**config.mk**
```make
export PLATFORM = sky130hd
export DESIGN_NAME = risc_pc_stack_flat
export DESIGN_NICKNAME = d
export VERILOG_FILES = /design/src/rtl/risc_pkg.sv /design/src/rtl/risc_pc_stack_if.sv /design/src/rtl/ras_ptr_ctrl.sv /design/src/rtl/risc_pc_stack.sv /design/src/flat_wrapper.sv
export SDC_FILE = /design/constraint.sdc
export NUM_CORES = 1
export LEC_CHECK = 0
export ABC_AREA = 1
export CAP_MARGIN = 20
export CORE_MARGIN = 4
export CORE_UTILIZATION = 61
export DETAILED_ROUTE_END_ITERATION = 16
export PLACE_DENSITY = 0.95
export SYNTH_ARGS = -nofsm -noshare
export SYNTH_HDL_FRONTEND = slang
export SYNTH_SLANG_ARGS = --single-unit
export TNS_END_PERCENT = 50
```
**constraint.sdc**
```tcl
create_clock -name clk -period 3.6 [get_ports clk]
set_clock_uncertainty 0.2 [all_clocks]
set_input_delay 0.36 -clock clk [delete_from_list [all_inputs] [get_ports clk]]
set_output_delay 0.36 -clock clk [all_outputs]
set_load 0.03 [all_outputs]
```
**src/rtl/risc_pkg.sv**
```systemverilog
// rtl/risc_pkg.sv - shared CPU constants and control-unit state encodings
package risc_pkg;

  localparam int PC_WIDTH  = 8;
  localparam int RAS_DEPTH = 8;

  // Control-unit state codes, shared with the bench and neighbouring blocks
  typedef enum logic [2:0] {
    RESET_STATE = 3'b000,
    FETCH_INSTR = 3'b001,
    READ_OPS    = 3'b010,
    EXECUTE     = 3'b011,
    WRITEBACK   = 3'b100
  } cpu_state_t;

endpackage

```
**src/rtl/risc_pc_stack_if.sv**
```systemverilog
// rtl/risc_pc_stack_if.sv - control-unit to return-address-stack signal bundle
interface risc_pc_stack_if #(
  parameter int DEPTH = 8,
  parameter int WIDTH = 8
);

  logic                     PushEnbl;
  logic                     PopEnbl;
  logic [WIDTH-1:0]         Push_Data;
  logic                     Clr_Err;
  logic [WIDTH-1:0]         Pop_Data;
  logic                     Pop_Valid;
  logic [WIDTH-1:0]         Top_Of_Stack;
  logic [$clog2(DEPTH):0]   Stack_Level;
  logic                     Stack_Full;
  logic                     Stack_Empty;
  logic                     Overflow_Err;
  logic                     Underflow_Err;

  modport master (
    output PushEnbl, PopEnbl, Push_Data, Clr_Err,
    input  Pop_Data, Pop_Valid, Top_Of_Stack, Stack_Level,
    input  Stack_Full, Stack_Empty, Overflow_Err, Underflow_Err
  );

  modport slave (
    input  PushEnbl, PopEnbl, Push_Data, Clr_Err,
    output Pop_Data, Pop_Valid, Top_Of_Stack, Stack_Level,
    output Stack_Full, Stack_Empty, Overflow_Err, Underflow_Err
  );

endinterface

```
**src/rtl/ras_ptr_ctrl.sv**
```systemverilog
// rtl/ras_ptr_ctrl.sv - stack pointer/level counter with full, empty and sticky error logic
module ras_ptr_ctrl #(
  parameter  int DEPTH = 8,
  localparam int LW    = $clog2(DEPTH) + 1,
  localparam int AW    = $clog2(DEPTH)
) (
  input  logic          clk,
  input  logic          reset_n,
  input  logic          push,
  input  logic          pop,
  input  logic          clr_err,
  output logic [LW-1:0] level,
  output logic          full,
  output logic          empty,
  output logic          overflow_err,
  output logic          underflow_err,
  output logic          wr_en,
  output logic [AW-1:0] wr_idx,
  output logic [AW-1:0] top_idx,
  output logic          pop_ok
);

  logic ovf_set;
  logic unf_set;

  assign empty = (level == '0);
  assign full  = (level == LW'(DEPTH));

  // A push+pop pair replaces the top entry, so it is accepted even when full
  always_comb begin
    pop_ok  = pop && !empty;
    wr_en   = push && (!full || pop);
    top_idx = AW'(level - LW'(1));
    wr_idx  = pop_ok ? top_idx : level[AW-1:0];
    ovf_set = push && !pop && full;
    unf_set = pop && empty;
  end

  always_ff @(posedge clk or negedge reset_n) begin
    if (!reset_n) begin
      level         <= '0;
      overflow_err  <= 1'b0;
      underflow_err <= 1'b0;
    end else begin
      if (wr_en && !pop_ok)
        level <= level + LW'(1);
      else if (pop_ok && !wr_en)
        level <= level - LW'(1);
      // A fresh error in the clearing cycle keeps the flag set
      overflow_err  <= ovf_set || (overflow_err  && !clr_err);
      underflow_err <= unf_set || (underflow_err && !clr_err);
    end
  end

endmodule

```
**src/rtl/risc_pc_stack.sv**
```systemverilog
// rtl/risc_pc_stack.sv - hardware return-address stack fed by control-unit push/pop strobes
module risc_pc_stack
  import risc_pkg::*;
#(
  parameter int DEPTH = RAS_DEPTH,
  parameter int WIDTH = PC_WIDTH
) (
  input  logic           clk,
  input  logic           reset_n,
  risc_pc_stack_if.slave bus
);

  localparam int LW = $clog2(DEPTH) + 1;
  localparam int AW = $clog2(DEPTH);

  logic [WIDTH-1:0] mem [DEPTH];
  logic [WIDTH-1:0] pop_data_q;
  logic             pop_valid_q;
  logic [LW-1:0]    level;
  logic             full;
  logic             empty;
  logic             ovf_err;
  logic             unf_err;
  logic             wr_en;
  logic [AW-1:0]    wr_idx;
  logic [AW-1:0]    top_idx;
  logic             pop_ok;

  ras_ptr_ctrl #(.DEPTH(DEPTH)) u_ptr (
    .clk           (clk),
    .reset_n       (reset_n),
    .push          (bus.PushEnbl),
    .pop           (bus.PopEnbl),
    .clr_err       (bus.Clr_Err),
    .level         (level),
    .full          (full),
    .empty         (empty),
    .overflow_err  (ovf_err),
    .underflow_err (unf_err),
    .wr_en         (wr_en),
    .wr_idx        (wr_idx),
    .top_idx       (top_idx),
    .pop_ok        (pop_ok)
  );

  // Array is deliberately not reset; gating on reset_n drops a write caught by reset
  always_ff @(posedge clk) begin
    if (reset_n && wr_en)
      mem[wr_idx] <= bus.Push_Data;
  end

  always_ff @(posedge clk or negedge reset_n) begin
    if (!reset_n) begin
      pop_data_q  <= '0;
      pop_valid_q <= 1'b0;
    end else begin
      pop_valid_q <= pop_ok;
      if (pop_ok)
        pop_data_q <= mem[top_idx];
    end
  end

  assign bus.Pop_Data      = pop_data_q;
  assign bus.Pop_Valid     = pop_valid_q;
  assign bus.Top_Of_Stack  = empty ? '0 : mem[top_idx];
  assign bus.Stack_Level   = level;
  assign bus.Stack_Full    = full;
  assign bus.Stack_Empty   = empty;
  assign bus.Overflow_Err  = ovf_err;
  assign bus.Underflow_Err = unf_err;

endmodule
```
**src/flat_wrapper.sv**
```systemverilog
// flat-port wrapper written by rule: the top's interface ports become plain ports
module risc_pc_stack_flat import risc_pkg::*;
#(
  parameter int DEPTH = RAS_DEPTH,
  parameter int WIDTH = PC_WIDTH
)
  (clk, reset_n, bus_PushEnbl, bus_PopEnbl, bus_Push_Data, bus_Clr_Err, bus_Pop_Data, bus_Pop_Valid, bus_Top_Of_Stack, bus_Stack_Level, bus_Stack_Full, bus_Stack_Empty, bus_Overflow_Err, bus_Underflow_Err);
  risc_pc_stack_if #(.DEPTH(DEPTH), .WIDTH(WIDTH)) bus_i ();
  input  logic clk;
  input  logic reset_n;
  input wire logic [$bits(bus_i.PushEnbl)-1:0] bus_PushEnbl;
  input wire logic [$bits(bus_i.PopEnbl)-1:0] bus_PopEnbl;
  input wire logic [$bits(bus_i.Push_Data)-1:0] bus_Push_Data;
  input wire logic [$bits(bus_i.Clr_Err)-1:0] bus_Clr_Err;
  output wire logic [$bits(bus_i.Pop_Data)-1:0] bus_Pop_Data;
  output wire logic [$bits(bus_i.Pop_Valid)-1:0] bus_Pop_Valid;
  output wire logic [$bits(bus_i.Top_Of_Stack)-1:0] bus_Top_Of_Stack;
  output wire logic [$bits(bus_i.Stack_Level)-1:0] bus_Stack_Level;
  output wire logic [$bits(bus_i.Stack_Full)-1:0] bus_Stack_Full;
  output wire logic [$bits(bus_i.Stack_Empty)-1:0] bus_Stack_Empty;
  output wire logic [$bits(bus_i.Overflow_Err)-1:0] bus_Overflow_Err;
  output wire logic [$bits(bus_i.Underflow_Err)-1:0] bus_Underflow_Err;
  assign bus_i.PushEnbl = bus_PushEnbl;
  assign bus_i.PopEnbl = bus_PopEnbl;
  assign bus_i.Push_Data = bus_Push_Data;
  assign bus_i.Clr_Err = bus_Clr_Err;
  assign bus_Pop_Data = bus_i.Pop_Data;
  assign bus_Pop_Valid = bus_i.Pop_Valid;
  assign bus_Top_Of_Stack = bus_i.Top_Of_Stack;
  assign bus_Stack_Level = bus_i.Stack_Level;
  assign bus_Stack_Full = bus_i.Stack_Full;
  assign bus_Stack_Empty = bus_i.Stack_Empty;
  assign bus_Overflow_Err = bus_i.Overflow_Err;
  assign bus_Underflow_Err = bus_i.Underflow_Err;
  risc_pc_stack #(.DEPTH(DEPTH), .WIDTH(WIDTH)) u_core (.clk(clk), .reset_n(reset_n), .bus(bus_i));
endmodule
```
* Yosys cells after proc, flatten, opt, wreduce, memory -nomap -nowiden
Memories as Yosys holds them, arrays and structs flattened.
Index checks and enable logic that the tools add are counted.
** Storage, ports and cells
- Memories :: 1
- Output and inout bits :: 25
- Memory bits (writable) :: 64
- Register bits :: 15
- Input port bits :: 13
- Logic and storage cells :: 36
** Memory list
- u_core.mem :: depth 8, width 8, read ports 1, clocked after Yosys merged registers in 0, wr ports 1, line risc_pc_stack.sv:16 : logic [WIDTH-1:0] mem [DEPTH];
** Operators by class
- Add/sub/neg operators :: 2
- Multiplexer cells :: 6
- Equality and inequality tests :: 1
- Reduce and logical (&&, ||, !) cells :: 21
** Operators with widths (number)
- logical AND 1 bit :: 10
- 2-to-1 mux 4 bit :: 2
- 2-to-1 mux 8 bit :: 1
- zero test 1 bit :: 6
- adder 4 x 1 -> 4 bit (second input constant) :: 1
- == test 4 bit (second input constant) :: 1
- zero test 4 bit :: 1
- subtractor 4 x 1 -> 4 bit (second input constant) :: 1
- logical OR 1 bit :: 3
- 2-to-1 mux 3 bit :: 1
- 2-to-1 mux 1 bit :: 2
- nonzero test 2 bit :: 1

* Longest topological paths before layout
Gate-level depths: netlist of the first run.
- Depth after elaboration :: 8
- Mapped depth :: 13
- Gate-level depth less buffers :: 12

* Cells and area by module
From an unflattened synthesis of the first run, not the netlist that was laid out.
** Unflattened totals
- Cell total of the unflattened synthesis :: 382
- Area, all modules :: 3658.5 µm²
** Modules (own cells, without submodules)
- risc_pc_stack :: times used 1, area an instance 3200.6 µm², seq. area each 2147.1 µm², cells each 322
- ras_ptr_ctrl :: times used 1, area an instance 457.9 µm², seq. area each 150.1 µm², cells each 60

* Worst setup path before layout of the first run
Ideal clock, no wire load.
- Path type :: register to output
- From :: register u_core.u_ptr.level[0]
- To :: output port bus_Top_Of_Stack[5]
- Buffers on the path :: 2
- Path slack :: 0.722 ns
- Arrival time :: 2.318 ns
- Required time :: 3.040 ns
- Cell stages (with the launch flop) :: 10
- Path through :: dfrtp_1 > clkinv_1 > buf_2 > ha_1 > clkinv_1 > clkbuf_1 > nand3_1 > nand3_1 > nand2_1 > nor2_1
** On the way
- Cells in the longest elaborated chain, start to end :: 3
- Elaborated cells on any way between the ends :: 4
- Those cells by class :: 1 x add/sub; 1 x mux; 1 x reduce/logical; 1 x memory
** RTL lines
- from (decl) :: line ras_ptr_ctrl.sv:12 : output logic [LW-1:0] level,
- from (signal assigned) :: line ras_ptr_ctrl.sv:46 : level <= level + LW'(1);
- from (signal assigned) :: line ras_ptr_ctrl.sv:48 : level <= level - LW'(1);
- subtractor 4 x 1 -> 4 bit
- memory (8 x 8 bit)
- 2-to-1 mux 8 bit (*) :: line risc_pc_stack.sv:65 : assign bus.Top_Of_Stack = empty ? '0 : mem[top_idx];
- to (decl) :: line flat_wrapper.sv:17 : output wire logic [$bits(bus_i.Top_Of_Stack)-1:0] bus_Top_Of_Stack;
Mark *: on every way between the ends. The rest lies on a longest branch, timed or not.

* Worst setup path in the final report of the first run
- From :: register u_core.u_ptr.level[1]
- To :: output port bus_Top_Of_Stack[1]
Same word-level chain as after synthesis.

==> flow_metrics.env, run 1 <==
export IMPL_status="completed"
export IMPL_transition_time_of_the_tightest_slew_check_pin_ps=551
export IMPL_route_detailed_vias_per_inst=5.67
export IMPL_ant_nets=0
export IMPL_power_static_leakage_nw=1.98
export IMPL_placement_rows=27
export IMPL_clk_transition_reported_paths_ps=90
export IMPL_post_route_drc_count=0
export IMPL_clock_insertion_delay_worst_skew_ps=360
export IMPL_pin_count=38
export IMPL_synthDistinctLibCells=23
export IMPL_critical_path_slowest_cell="sky130_fd_sc_hd__clkdlybuf4s50_1"
export IMPL_finalNetCount=451
export IMPL_crit_chain="inv_1 -> ha_1 -> clkinv_1 -> nand3_1 -> nand3_1 -> nand2_1 -> nor2_1 -> clkdlybuf4s50_1"
export IMPL_port_buffer_count=37
export IMPL_worstHoldPathType="input pin to async pin"
export IMPL_critical_path_top_delay_family="buffers and inverters"
export IMPL_worst_slew_margin_rel=0.630
export IMPL_grt_start_max_net_pins=40
export IMPL_setup_violations=0
export IMPL_report_final_slew_viol_count=0
export IMPL_die_h_um=85.2
export IMPL_final_common_cell="sky130_fd_sc_hd__nand2_1"
export IMPL_gpl_final_weighted_congestion=0.990
export IMPL_floorplan_die_area_sq_um=7270
export IMPL_worst_setup_path_end_kind="output port"
export IMPL_wire_length_of_the_first_global_routing_pass_um=14000
export IMPL_fin_crit_ps=3390
export IMPL_crit_reg2reg_capture="u_core.mem[1][0]$_DFFE_PP_"
export IMPL_dominant_cell_type_by_count_on_the_critical_path="sky130_fd_sc_hd__nand3_1"
export IMPL_final_fill_count=338
export IMPL_core_region_area_sq_um=5640
export IMPL_die_width_um=85.2
export IMPL_wire_per_inst_um=17.2
export IMPL_synth_nets=403
export IMPL_drt_first_iter_violations=391
export IMPL_synth_area_top_cells="sky130_fd_sc_hd__edfxtp_1, sky130_fd_sc_hd__nand2_1, sky130_fd_sc_hd__dfrtp_1, sky130_fd_sc_hd__nand3_1, sky130_fd_sc_hd__inv_1"
export IMPL_cts_made_buffers=9
export IMPL_post_cts_resized=0
export IMPL_final_cells=512
export IMPL_cts_htree_levels=3
export IMPL_finalCritPeriodShare=0.942
export IMPL_proportion_of_layout_cells_with_a_drive_suffix_above_1=0.0795
export IMPL_critPathArrivalTime_ps=2830
export IMPL_setup_worst_path_start_class="register"
export IMPL_power_per_cell_area_nw_per_um2=955
export IMPL_synth_top_cell_area_share=0.528
export IMPL_timing_setup_tns_ps=0
export IMPL_regToRegStartpoint="u_core.u_ptr.level[1]$_DFFE_PN0P_"
export IMPL_path_max_fanout=17
export IMPL_area_growth_synth_to_final_pct=19.0
export IMPL_rsz_0062_raised_after_global_routing="false"
export IMPL_tritoncts="done"
export IMPL_synth_ff_latch_count=79
export IMPL_dr_total_vias=2901
export IMPL_netlist_top_cell_by_area="sky130_fd_sc_hd__edfxtp_1"
export IMPL_drt_pre_antenna_iters=6
export IMPL_cpPeakStageDelay_ps=600
export IMPL_timing_hold_violations_final=0
export IMPL_cts_root_to_sink_buffers=2
export IMPL_number_of_synthesized_flops_with_an_enable_pin=64
export IMPL_timing_reg2reg_setup_slack_ps=1150
export IMPL_postLayoutCoreUtil=0.768
export IMPL_synth_main_ff_cell="sky130_fd_sc_hd__edfxtp_1"
export IMPL_place_detailed_hpwl_um=5360
export IMPL_timing_max_cap_violations=0
export IMPL_grt_usage=0.258
export IMPL_timing_critical_path_buf_inv=3
export IMPL_clock_sink_count=79
export IMPL_irDropWorstVdd_mv=0.739
export IMPL_initial_core_util=0.645
export IMPL_yosysSeqAreaShare=0.631
export IMPL_ys_async_sr_fraction=0.190
export IMPL_mostFrequentLayoutCells="sky130_fd_sc_hd__nand2_1, sky130_fd_sc_hd__inv_1, sky130_fd_sc_hd__edfxtp_1, sky130_fd_sc_hd__nand3_1, sky130_fd_sc_hd__clkdlybuf4s50_1"
export IMPL_routed_wirelength_um=8820
export IMPL_vias_in_the_first_global_route=2884
export IMPL_critical_path_type="register to output port"
export IMPL_synthesis_area_sq_um=3640
export IMPL_cts_root_buffer="sky130_fd_sc_hd__clkbuf_8"
export IMPL_timing_critical_path_required_ps=3040
export IMPL_yosys_warnings=0
export IMPL_placed_instance_count=496
export IMPL_maxClockFrequency_mhz=295
export IMPL_antenna_cells=0
export IMPL_ff2ff_path_depth=11
export IMPL_grt_overflow_total=0
export IMPL_hold_buffers=0
export IMPL_post_synth_cell_area_avg_sq_um=9.41
export IMPL_initial_antenna_violation_count=0
export IMPL_whs_ps=114
export IMPL_post_cts_buffers=0
export IMPL_netlist_instances=387
[per-stage QoR]
stage / area, sq um / worst slack [ps] / total power [mW]
6_report: 4330 / 208 / 4.14
5_1_grt: 4330 / 56.8 / 4.38
4_1_cts: 4330 / 218 / 4.11
3_5_place_dp: 4130 / 707 / 3.40
3_3_place_gp: 4130 / 763 / 3.34
2_1_floorplan: 3640 / 722 / 2.64
[per-layer routing]
metal  up-vias  global-route usage  wire (um)
met4         0               0.128        304
li1       1316                   -          -
met1      1335               0.298       3070
met3        33              0.0961       1080
met2       217               0.422       4360
met5         -                   0          0
[final cells by class]
| cell class | count | area (sq um) | share of cell area |
|---|---|---|---|
| multi-input cells | 215 | 973 | 0.225 |
| well taps | 72 | 90.1 | 0.0208 |
| inverters | 81 | 305 | 0.0705 |
| clock inverters | 7 | 80.1 | 0.0185 |
| repair buffers | 49 | 460 | 0.106 |
| clock buffers | 9 | 124 | 0.0286 |
| flip-flops and latches | 79 | 2300 | 0.530 |
[kinds of logic after synthesis]
group           count (synthesis)  share of synthesized area
buf+inv                        93                      0.101
compound gates                  6                    0.00997
flops                          79                      0.631
fa+ha+maj                       3                     0.0103
xor+xnor                        2                    0.00481
simple gates                  204                      0.242
[how the worst max path moves through the flow]
stage | startpoint | end | depth (start not counted)
after CTS | u_core.u_ptr.level[1]$_DFFE_PN0P_ | bus_Top_Of_Stack[1] | 8
after detailed placement | u_core.u_ptr.level[1]$_DFFE_PN0P_ | bus_Top_Of_Stack[0] | 8
after floorplan | u_core.u_ptr.level[0]$_DFFE_PN0P_ | bus_Top_Of_Stack[5] | 9
after global placement | u_core.u_ptr.level[1]$_DFFE_PN0P_ | bus_Top_Of_Stack[7] | 10
after global routing | u_core.u_ptr.level[1]$_DFFE_PN0P_ | bus_Top_Of_Stack[1] | 8
final | u_core.u_ptr.level[1]$_DFFE_PN0P_ | bus_Top_Of_Stack[1] | 8
[flip-flops by register name, summed over array words and instances, names as in the netlist]
| signal | count |
|---|---|
| u_core.bus.Pop_Data | 8 |
| u_core.bus.Pop_Valid | 1 |
| u_core.mem | 64 |
| u_core.u_ptr.level | 4 |
| u_core.u_ptr.overflow_err | 1 |
| u_core.u_ptr.underflow_err | 1 |
[synthesized netlist by cell type, types with 2 or more instances]
| cell | count |
|---|---|
| sky130_fd_sc_hd__nand2_4 | 2 |
| sky130_fd_sc_hd__nand3_1 | 62 |
| sky130_fd_sc_hd__o21ai_0 | 2 |
| sky130_fd_sc_hd__nand2_1 | 114 |
| sky130_fd_sc_hd__nor2_1 | 21 |
| sky130_fd_sc_hd__dfrtp_1 | 15 |
| sky130_fd_sc_hd__nand4_1 | 2 |
| sky130_fd_sc_hd__edfxtp_1 | 64 |
| sky130_fd_sc_hd__buf_2 | 9 |
| sky130_fd_sc_hd__inv_1 | 75 |
| sky130_fd_sc_hd__clkinv_1 | 4 |
| sky130_fd_sc_hd__nand2_2 | 2 |
| sky130_fd_sc_hd__ha_1 | 3 |
| sky130_fd_sc_hd__clkbuf_1 | 2 |
| sky130_fd_sc_hd__o22ai_1 | 2 |
[where the power goes]
| group | switching (mW) | internal [mW] | leakage [nW] |
|---|---|---|---|
| sequential | 0.0683 | 1.11 | 0.759 |
| combinational | 1.51 | 0.763 | 1.12 |
| clock | 0.357 | 0.330 | 0.102 |
| total | 1.93 | 2.20 | 1.98 |
Power figures use the tool's default switching activity.
==> run 2: changes to the inputs <==
--- a/config.mk
+++ b/config.mk
@@ -10,6 +10,7 @@
 export CORE_MARGIN = 4
 export CORE_UTILIZATION = 61
 export DETAILED_ROUTE_END_ITERATION = 16
+export GPL_ROUTABILITY_DRIVEN = 0
 export PLACE_DENSITY = 0.95
 export SYNTH_ARGS = -nofsm -noshare
 export SYNTH_HDL_FRONTEND = slang
==> results of run 2 <==
Same layout as run 1: the final DEF is identical, and so are final timing and power.
